===== src/rtl/missile_pkg.sv =====
// Shared types and constants for the missile fire-request path and the
// missile movement stage.
package missile_pkg;

  localparam int AMMO_W = 4;

  typedef enum logic [1:0] {
    IDLE     = 2'd0,
    FIRE     = 2'd1,
    FLIGHT   = 2'd2,
    COOLDOWN = 2'd3
  } fire_state_e;

  typedef enum logic [1:0] {
    DIR_UP    = 2'd0,
    DIR_RIGHT = 2'd1,
    DIR_DOWN  = 2'd2,
    DIR_LEFT  = 2'd3
  } direction_e;

  // Counter width able to hold 0..max_val, never narrower than one bit.
  function automatic int cnt_width(input int max_val);
    return (max_val < 2) ? 1 : $clog2(max_val + 1);
  endfunction

endpackage


===== src/rtl/key_debouncer.sv =====
// Shoot-key conditioning: 2-flop synchronizer, level debouncer and a
// one-cycle rising-edge strobe on the debounced level.
module key_debouncer
  import missile_pkg::*;
#(
  parameter int DEBOUNCE_CYCLES = 1000
) (
  input  logic clk,
  input  logic resetN,
  input  logic keyRaw,
  output logic debounced,
  output logic keyEdge
);

  localparam int CW = cnt_width(DEBOUNCE_CYCLES);
  localparam logic [CW-1:0] CNT_LAST = CW'(DEBOUNCE_CYCLES - 1);

  logic sync1_r;
  logic sync2_r;
  logic deb_r;
  logic deb_d_r;
  logic [CW-1:0] cnt_r;

  // Synchronizer and previous-level register for edge detection.
  always_ff @(posedge clk or negedge resetN) begin
    if (!resetN) begin
      sync1_r <= 1'b0;
      sync2_r <= 1'b0;
      deb_d_r <= 1'b0;
    end else begin
      sync1_r <= keyRaw;
      sync2_r <= sync1_r;
      deb_d_r <= deb_r;
    end
  end

  // A differing level must persist for DEBOUNCE_CYCLES cycles to be accepted.
  always_ff @(posedge clk or negedge resetN) begin
    if (!resetN) begin
      cnt_r <= CW'(0);
      deb_r <= 1'b0;
    end else if (sync2_r == deb_r) begin
      cnt_r <= CW'(0);
    end else if (cnt_r == CNT_LAST) begin
      cnt_r <= CW'(0);
      deb_r <= ~deb_r;
    end else begin
      cnt_r <= cnt_r + CW'(1);
    end
  end

  assign debounced = deb_r;
  assign keyEdge   = deb_r & ~deb_d_r;

endmodule


===== src/rtl/missile_fire_ctrl.sv =====
// Fire-request front end: turns a debounced key edge into a single firePulse,
// gated by one-missile-in-flight, cooldown and a reloading ammo budget.
module missile_fire_ctrl
  import missile_pkg::*;
#(
  parameter int DEBOUNCE_CYCLES    = 1000,
  parameter int COOLDOWN_FRAMES    = 15,
  parameter int AMMO_MAX           = 5,
  parameter int RELOAD_FRAMES      = 60,
  parameter int ARM_TIMEOUT_FRAMES = 2
) (
  input  logic              clk,
  input  logic              resetN,
  input  logic              startOfFrame,
  input  logic              keyRaw,
  input  logic              fireEnable,
  input  logic              missileDrawEn,
  input  logic              collision,
  output logic              firePulse,
  output logic [AMMO_W-1:0] ammoCount,
  output logic              ready
);

  localparam int RW = cnt_width(RELOAD_FRAMES);
  localparam int CW = cnt_width(COOLDOWN_FRAMES);
  localparam int AW = cnt_width(ARM_TIMEOUT_FRAMES);
  localparam logic [AMMO_W-1:0] AMMO_FULL   = AMMO_W'(AMMO_MAX);
  localparam logic [RW-1:0]     RELOAD_LAST = RW'(RELOAD_FRAMES - 1);
  localparam logic [AW-1:0]     ARM_LAST    = AW'(ARM_TIMEOUT_FRAMES - 1);
  localparam logic [CW-1:0]     CD_LOAD     = CW'(COOLDOWN_FRAMES);

  fire_state_e       state_r;
  fire_state_e       state_nxt_s;
  logic              fire_r;
  logic              ready_r;
  logic [AMMO_W-1:0] ammo_r;
  logic [AMMO_W-1:0] ammo_nxt_s;
  logic [RW-1:0]     reload_cnt_r;
  logic [CW-1:0]     cd_cnt_r;
  logic [AW-1:0]     arm_cnt_r;
  logic              armed_r;
  logic              key_edge_s;
  logic              debounced_s;
  logic              fire_req_s;
  logic              reload_tick_s;
  logic              fire_dec_s;
  logic              arm_timeout_s;

  key_debouncer #(.DEBOUNCE_CYCLES(DEBOUNCE_CYCLES)) u_deb (
    .clk      (clk),
    .resetN   (resetN),
    .keyRaw   (keyRaw),
    .debounced(debounced_s),
    .keyEdge  (key_edge_s)
  );

  // Qualifiers feeding the FSM and the ammo update.
  always_comb begin
    fire_req_s    = key_edge_s & debounced_s & fireEnable & (ammo_r != AMMO_W'(0));
    reload_tick_s = (ammo_r < AMMO_FULL) & startOfFrame & (reload_cnt_r == RELOAD_LAST);
    fire_dec_s    = (state_r == FIRE) & (ammo_r != AMMO_W'(0));
    arm_timeout_s = ~armed_r & ~missileDrawEn & startOfFrame & (arm_cnt_r == ARM_LAST);
    case ({reload_tick_s, fire_dec_s})
      2'b10:   ammo_nxt_s = ammo_r + AMMO_W'(1);
      2'b01:   ammo_nxt_s = ammo_r - AMMO_W'(1);
      default: ammo_nxt_s = ammo_r;
    endcase
  end

  // Next-state logic.
  always_comb begin
    state_nxt_s = state_r;
    case (state_r)
      IDLE: begin
        if (fire_req_s) state_nxt_s = FIRE;
        else            state_nxt_s = IDLE;
      end
      FIRE:   state_nxt_s = FLIGHT;
      FLIGHT: begin
        if (collision || (armed_r && !missileDrawEn) || arm_timeout_s) state_nxt_s = COOLDOWN;
        else                                                            state_nxt_s = FLIGHT;
      end
      COOLDOWN: begin
        if (cd_cnt_r == CW'(0)) state_nxt_s = IDLE;
        else                    state_nxt_s = COOLDOWN;
      end
      default: state_nxt_s = IDLE;
    endcase
  end

  // State, registered outputs and ammo.
  always_ff @(posedge clk or negedge resetN) begin
    if (!resetN) begin
      state_r <= IDLE;
      fire_r  <= 1'b0;
      ready_r <= 1'b0;
      ammo_r  <= AMMO_FULL;
    end else begin
      state_r <= state_nxt_s;
      fire_r  <= (state_nxt_s == FIRE);
      ready_r <= (state_nxt_s == IDLE) & (ammo_nxt_s != AMMO_W'(0)) & fireEnable;
      ammo_r  <= ammo_nxt_s;
    end
  end

  // Reload frame counter runs only while ammo is below capacity.
  always_ff @(posedge clk or negedge resetN) begin
    if (!resetN) begin
      reload_cnt_r <= RW'(0);
    end else if (ammo_r >= AMMO_FULL) begin
      reload_cnt_r <= RW'(0);
    end else if (startOfFrame) begin
      reload_cnt_r <= (reload_cnt_r == RELOAD_LAST) ? RW'(0) : reload_cnt_r + RW'(1);
    end else begin
      reload_cnt_r <= reload_cnt_r;
    end
  end

  // Flight arming / lost-request timeout and cooldown frame counter.
  always_ff @(posedge clk or negedge resetN) begin
    if (!resetN) begin
      armed_r   <= 1'b0;
      arm_cnt_r <= AW'(0);
      cd_cnt_r  <= CW'(0);
    end else begin
      if (state_r == FIRE) begin
        armed_r   <= 1'b0;
        arm_cnt_r <= AW'(0);
      end else if (state_r == FLIGHT) begin
        if (missileDrawEn)                armed_r   <= 1'b1;
        else if (!armed_r && startOfFrame) arm_cnt_r <= arm_cnt_r + AW'(1);
      end
      if (state_r != COOLDOWN && state_nxt_s == COOLDOWN)
        cd_cnt_r <= CD_LOAD;
      else if (state_r == COOLDOWN && startOfFrame && cd_cnt_r != CW'(0))
        cd_cnt_r <= cd_cnt_r - CW'(1);
    end
  end

  assign firePulse = fire_r;
  assign ammoCount = ammo_r;
  assign ready     = ready_r;

endmodule


===== config.mk =====
export PLATFORM = sky130hd
export DESIGN_NAME = missile_fire_ctrl
export DESIGN_NICKNAME = d
export VERILOG_FILES = /design/src/rtl/missile_pkg.sv /design/src/rtl/key_debouncer.sv /design/src/rtl/missile_fire_ctrl.sv
export SDC_FILE = /design/constraint.sdc
export NUM_CORES = 1
export LEC_CHECK = 0
export BUFFER_PORTS_ARGS = -buffer_cell sky130_fd_sc_hd__buf_2
export CAP_MARGIN = 10
export CORE_MARGIN = 4
export CORE_UTILIZATION = 42
export CTS_CLUSTER_DIAMETER = 80
export DETAILED_ROUTE_END_ITERATION = 16
export PLACE_DENSITY_LB_ADDON = 0.08
export SLEW_MARGIN = 20
export SYNTH_ARGS = -nofsm -noshare
export SYNTH_HDL_FRONTEND = slang
export SYNTH_SLANG_ARGS = --single-unit

===== constraint.sdc =====
create_clock -name clk -period 2.45 [get_ports clk]
set_input_delay 0.1225 -clock clk [delete_from_list [all_inputs] [get_ports clk]]
set_output_delay 0.1225 -clock clk [all_outputs]
set_load 0.01 [all_outputs]

==> out/summary.md <==
The detailed-router iteration count before antenna repair is 4. The number of antenna diodes in the final layout is 0. The average wire per standard cell came out at 14.0 um. Counting the buffers created by CTS gives 5. The total overflow left after global routing is 0.

Walking the worst path, the cells encountered are o21a_1 > nor2_1 > nand3_2 > ha_4 > xor2_1 > ha_2 > a21oi_2 > mux2i_1 > xnor2_1 > a311oi_2. The placeable core area was 4380 um2. The dominant register cell in the synthesized netlist is sky130_fd_sc_hd__dfrtp_1. The utilization after layout was 0.506; the shortest clock period the worst path allows after layout was 2.33 ns. The final route contains 1424 vias. Number of sinks handled by clock tree synthesis: 35. The worst-case IR drop observed on VDD is 0.307 mV. The run gives 0 as the number of hold-slack violations in the final timing report.

The insertion delay of the later-clocked pin in the worst-skew pair is 0.28 ns. The fraction of the cycle the final worst path needs was 0.949; the clock transition at the registers of the reported paths was 0.07 ns. The clock tree buffer depth is 2.

The logs give 0 for the count of warnings emitted by yosys and 2.60 ns for the data required time at the worst endpoint. The mapped netlist covers 1920 um2. The logs give 0.495 for the worst slew margin relative to its limit and 265 for the number of cells in the finished layout apart from fillers. The floorplan has 24 rows. The async set-reset flop share out of synthesis is 1.00. The congestion estimate from routability-driven global placement came to 0.783.

The die is 75.6 um tall. After the first detailed-routing iteration, the DRC count stood at 52. The number of nets in the layout is 231, and the area added between synthesis and finish is 15.8%. Static timing analysis puts the maximum clock frequency at 430 MHz. Max-cap violations in this run came to 0.

For the sequential-to-total area share from yosys stat, the log shows 0.458. The number of antenna violations at the first check in global routing is 0, and the combined global-route utilization of all metal layers is 0.149. Mean area per synthesized cell: 10.2 um2. Maximum number of pins on one net before global-route repair: 36.

The tools report the max-slew violation count as 0. The run gives 0 as the final number of setup-violating endpoints. Among all stages on the critical path, the largest delay is contributed by sky130_fd_sc_hd__dfstp_2.

Total DRC errors in the routed layout: 0. The count of buffers added on input and output ports is 12. The most common cell after layout, fill and taps aside is sky130_fd_sc_hd__dfrtp_1.

In the routed layout, each cell is associated on average with a via count of 5.37. The tools report the buffer type at the clock tree root as sky130_fd_sc_hd__clkbuf_8. The leakage power summed over all cells was 1.02 nW.

The number of primary I/O pins is 13, and the number of flops mapped to enable cells by yosys is 0. The worst setup path is launched from a flop. TritonCTS built the clock tree.

Of all nets on the critical path, the largest fanout is 6. Summed over all layers, the routed wires come to 3720 um. The first global-routing pass estimated 6370 um of wire. The area of placed instances is 2070 um2. For the worst hold-check slack, the log shows 0.143 ns. For the worst reg-to-reg setup slack, the log shows 0.12 ns. Dividing total power by cell area gives a power density of 559 nW/um2. The die covers 5710 um2. The number of different library cells in the post-synthesis netlist is 46, and the buffers plus inverters on the worst setup path is 0.

The effective utilization at floorplan came out at 0.437. Grouping stages by cell kind, the critical path spends the most delay in compound AO/OA/AOI/OAI gates. The maximum cell stage delay along the critical path is 0.39 ns, and the share of layout cells above drive strength 1 is 0.202. The run gives 2220 um2 as the post-layout instance area. The top cell types in the final layout, fill and taps aside, are sky130_fd_sc_hd__dfrtp_1, sky130_fd_sc_hd__nand2_1, sky130_fd_sc_hd__nor2_1, sky130_fd_sc_hd__buf_2, sky130_fd_sc_hd__xor2_1. When the netlist entered floorplanning its net count stood at 207. After technology mapping, the gate count stands at 188. In this run the remaining antenna-violating nets after routing total 0. On the final layout, the worst clock skew is 0.00200 ns. Data arrives at the worst endpoint at 2.48 ns. The min-delay analysis places its worst path in the category input port to flop. In this run the number of H-tree levels came out at 2.

The tools report the category of the worst setup path capture point as a flop. At the pin with the least slew margin, the transition time is 0.757 ns. Once placement completed, the tool counted placed cells totaling 254. The logs give 1442 for the via count of the first global-routing pass and 2790 um for the HPWL after detailed placement. The critical path is of the flop to flop type. The synthesis-stage register bit count is 35, and the horizontal die dimension is 75.6 um. The run finished with clean final reports.
routing by layer:
layer / global-route usage / vias up / share of wire
met1: 0.189 / 694 / 0.47
met3: 0.0383 / 7 / 0.030
met5: 0 / - / 0
met2: 0.239 / 16 / 0.48
li1: - / 707 / -
met4: 0.0641 / 0 / 0.015
what timing repair did:
item / in CTS / in global routing
hold endpoints to repair: 34 / 0
buffers inserted: 0 / 1
hold buffers: 2 / 0
endpoints found under the setup margin: 0 / 2
gates resized for setup: 0 / 9
worst paths after layout:
kind	startpoint	to	cells past startpoint
hold reg to reg	u_deb.sync1_r	u_deb.sync2_r	0
setup / recovery	ammoCount[0]	ready	10
min in group asynchronous	resetN	u_deb.cnt_r[9]	2
setup reg to reg	ammoCount[0]	ready	10
max in group asynchronous	resetN	u_deb.deb_d_r	2
hold / removal	fireEnable	ready	3
flip-flops by register name, indices dropped and copies added (netlist names):
name	flops
ammoCount	4
arm_cnt_r	2
u_deb.cnt_r	10
u_deb.deb_d_r	1
state_r	2
reload_cnt_r	6
u_deb.sync2_r	1
u_deb.debounced	1
cd_cnt_r	4
u_deb.sync1_r	1
ready	1
armed_r	1
firePulse	1
synth_stat cells (3+ instances only):
master                    number  area (um2)
sky130_fd_sc_hd__dfrtp_1      33         826
sky130_fd_sc_hd__nand2_1      17        63.8
sky130_fd_sc_hd__nor2_1       17        63.8
sky130_fd_sc_hd__ha_1         12         150
sky130_fd_sc_hd__xor2_1       10        87.6
sky130_fd_sc_hd__inv_1         9        33.8
sky130_fd_sc_hd__a21oi_1       8        40.0
sky130_fd_sc_hd__xnor2_1       8        70.1
sky130_fd_sc_hd__nand3_1       7        35.0
sky130_fd_sc_hd__nand4_1       5        31.3
sky130_fd_sc_hd__nor3_1        5        25.0
sky130_fd_sc_hd__nor2b_1       4        25.0
sky130_fd_sc_hd__nor3b_1       4        30.0
sky130_fd_sc_hd__o21ai_0       4        20.0
sky130_fd_sc_hd__o21ai_1       3        15.0
report_power, final:
group | switching, mW | total, mW | leakage (nW) | internal (mW)
registers | 0.0610 | 0.688 | 0.448 | 0.627
logic | 0.0728 | 0.155 | 0.533 | 0.0818
clock network | 0.198 | 0.398 | 0.0422 | 0.199
metrics by stage:
step / setup TNS, ns / total power, mW / worst slack (ns)
after floorplan: 0 / 0.777 / 0.000874
after global placement: 0 / 0.824 / 0.0916
after detailed placement: 0 / 0.827 / 0.00977
after CTS: 0 / 1.23 / 0.000379
after global routing: -0.0181 / 1.31 / -0.0181
final: 0 / 1.24 / 0.124
worst min-delay path: cells and delay by family:
kind / cells / cell delay (ns)
compound gates: 2 / 0.15
buf+inv: 1 / 0.11
cells by family (layout without fill, tap and decap cells):
group / after synthesis / count (layout) / share of synthesized area
DFF: 35 / 35 / 0.458
xor gates and xnor gates: 18 / 18 / 0.0822
adders and majority gates: 12 / 12 / 0.0783
AOI/OAI and AO/OA: 32 / 32 / 0.123
buffers and inverters: 13 / 38 / 0.0268
and+or+nand+nor: 74 / 74 / 0.209
muxes: 4 / 4 / 0.0222
layout make-up:
type,count,area (um2)
fillers,396,2160
multi-input cells,140,1030
flip-flops and latches,35,878
repair buffers,21,133
inverters,9,33.8
clock buffers,7,76.3
well taps,52,65.1
clock inverters,1,5.00
No activity file was read; power rests on OpenSTA's default activity.
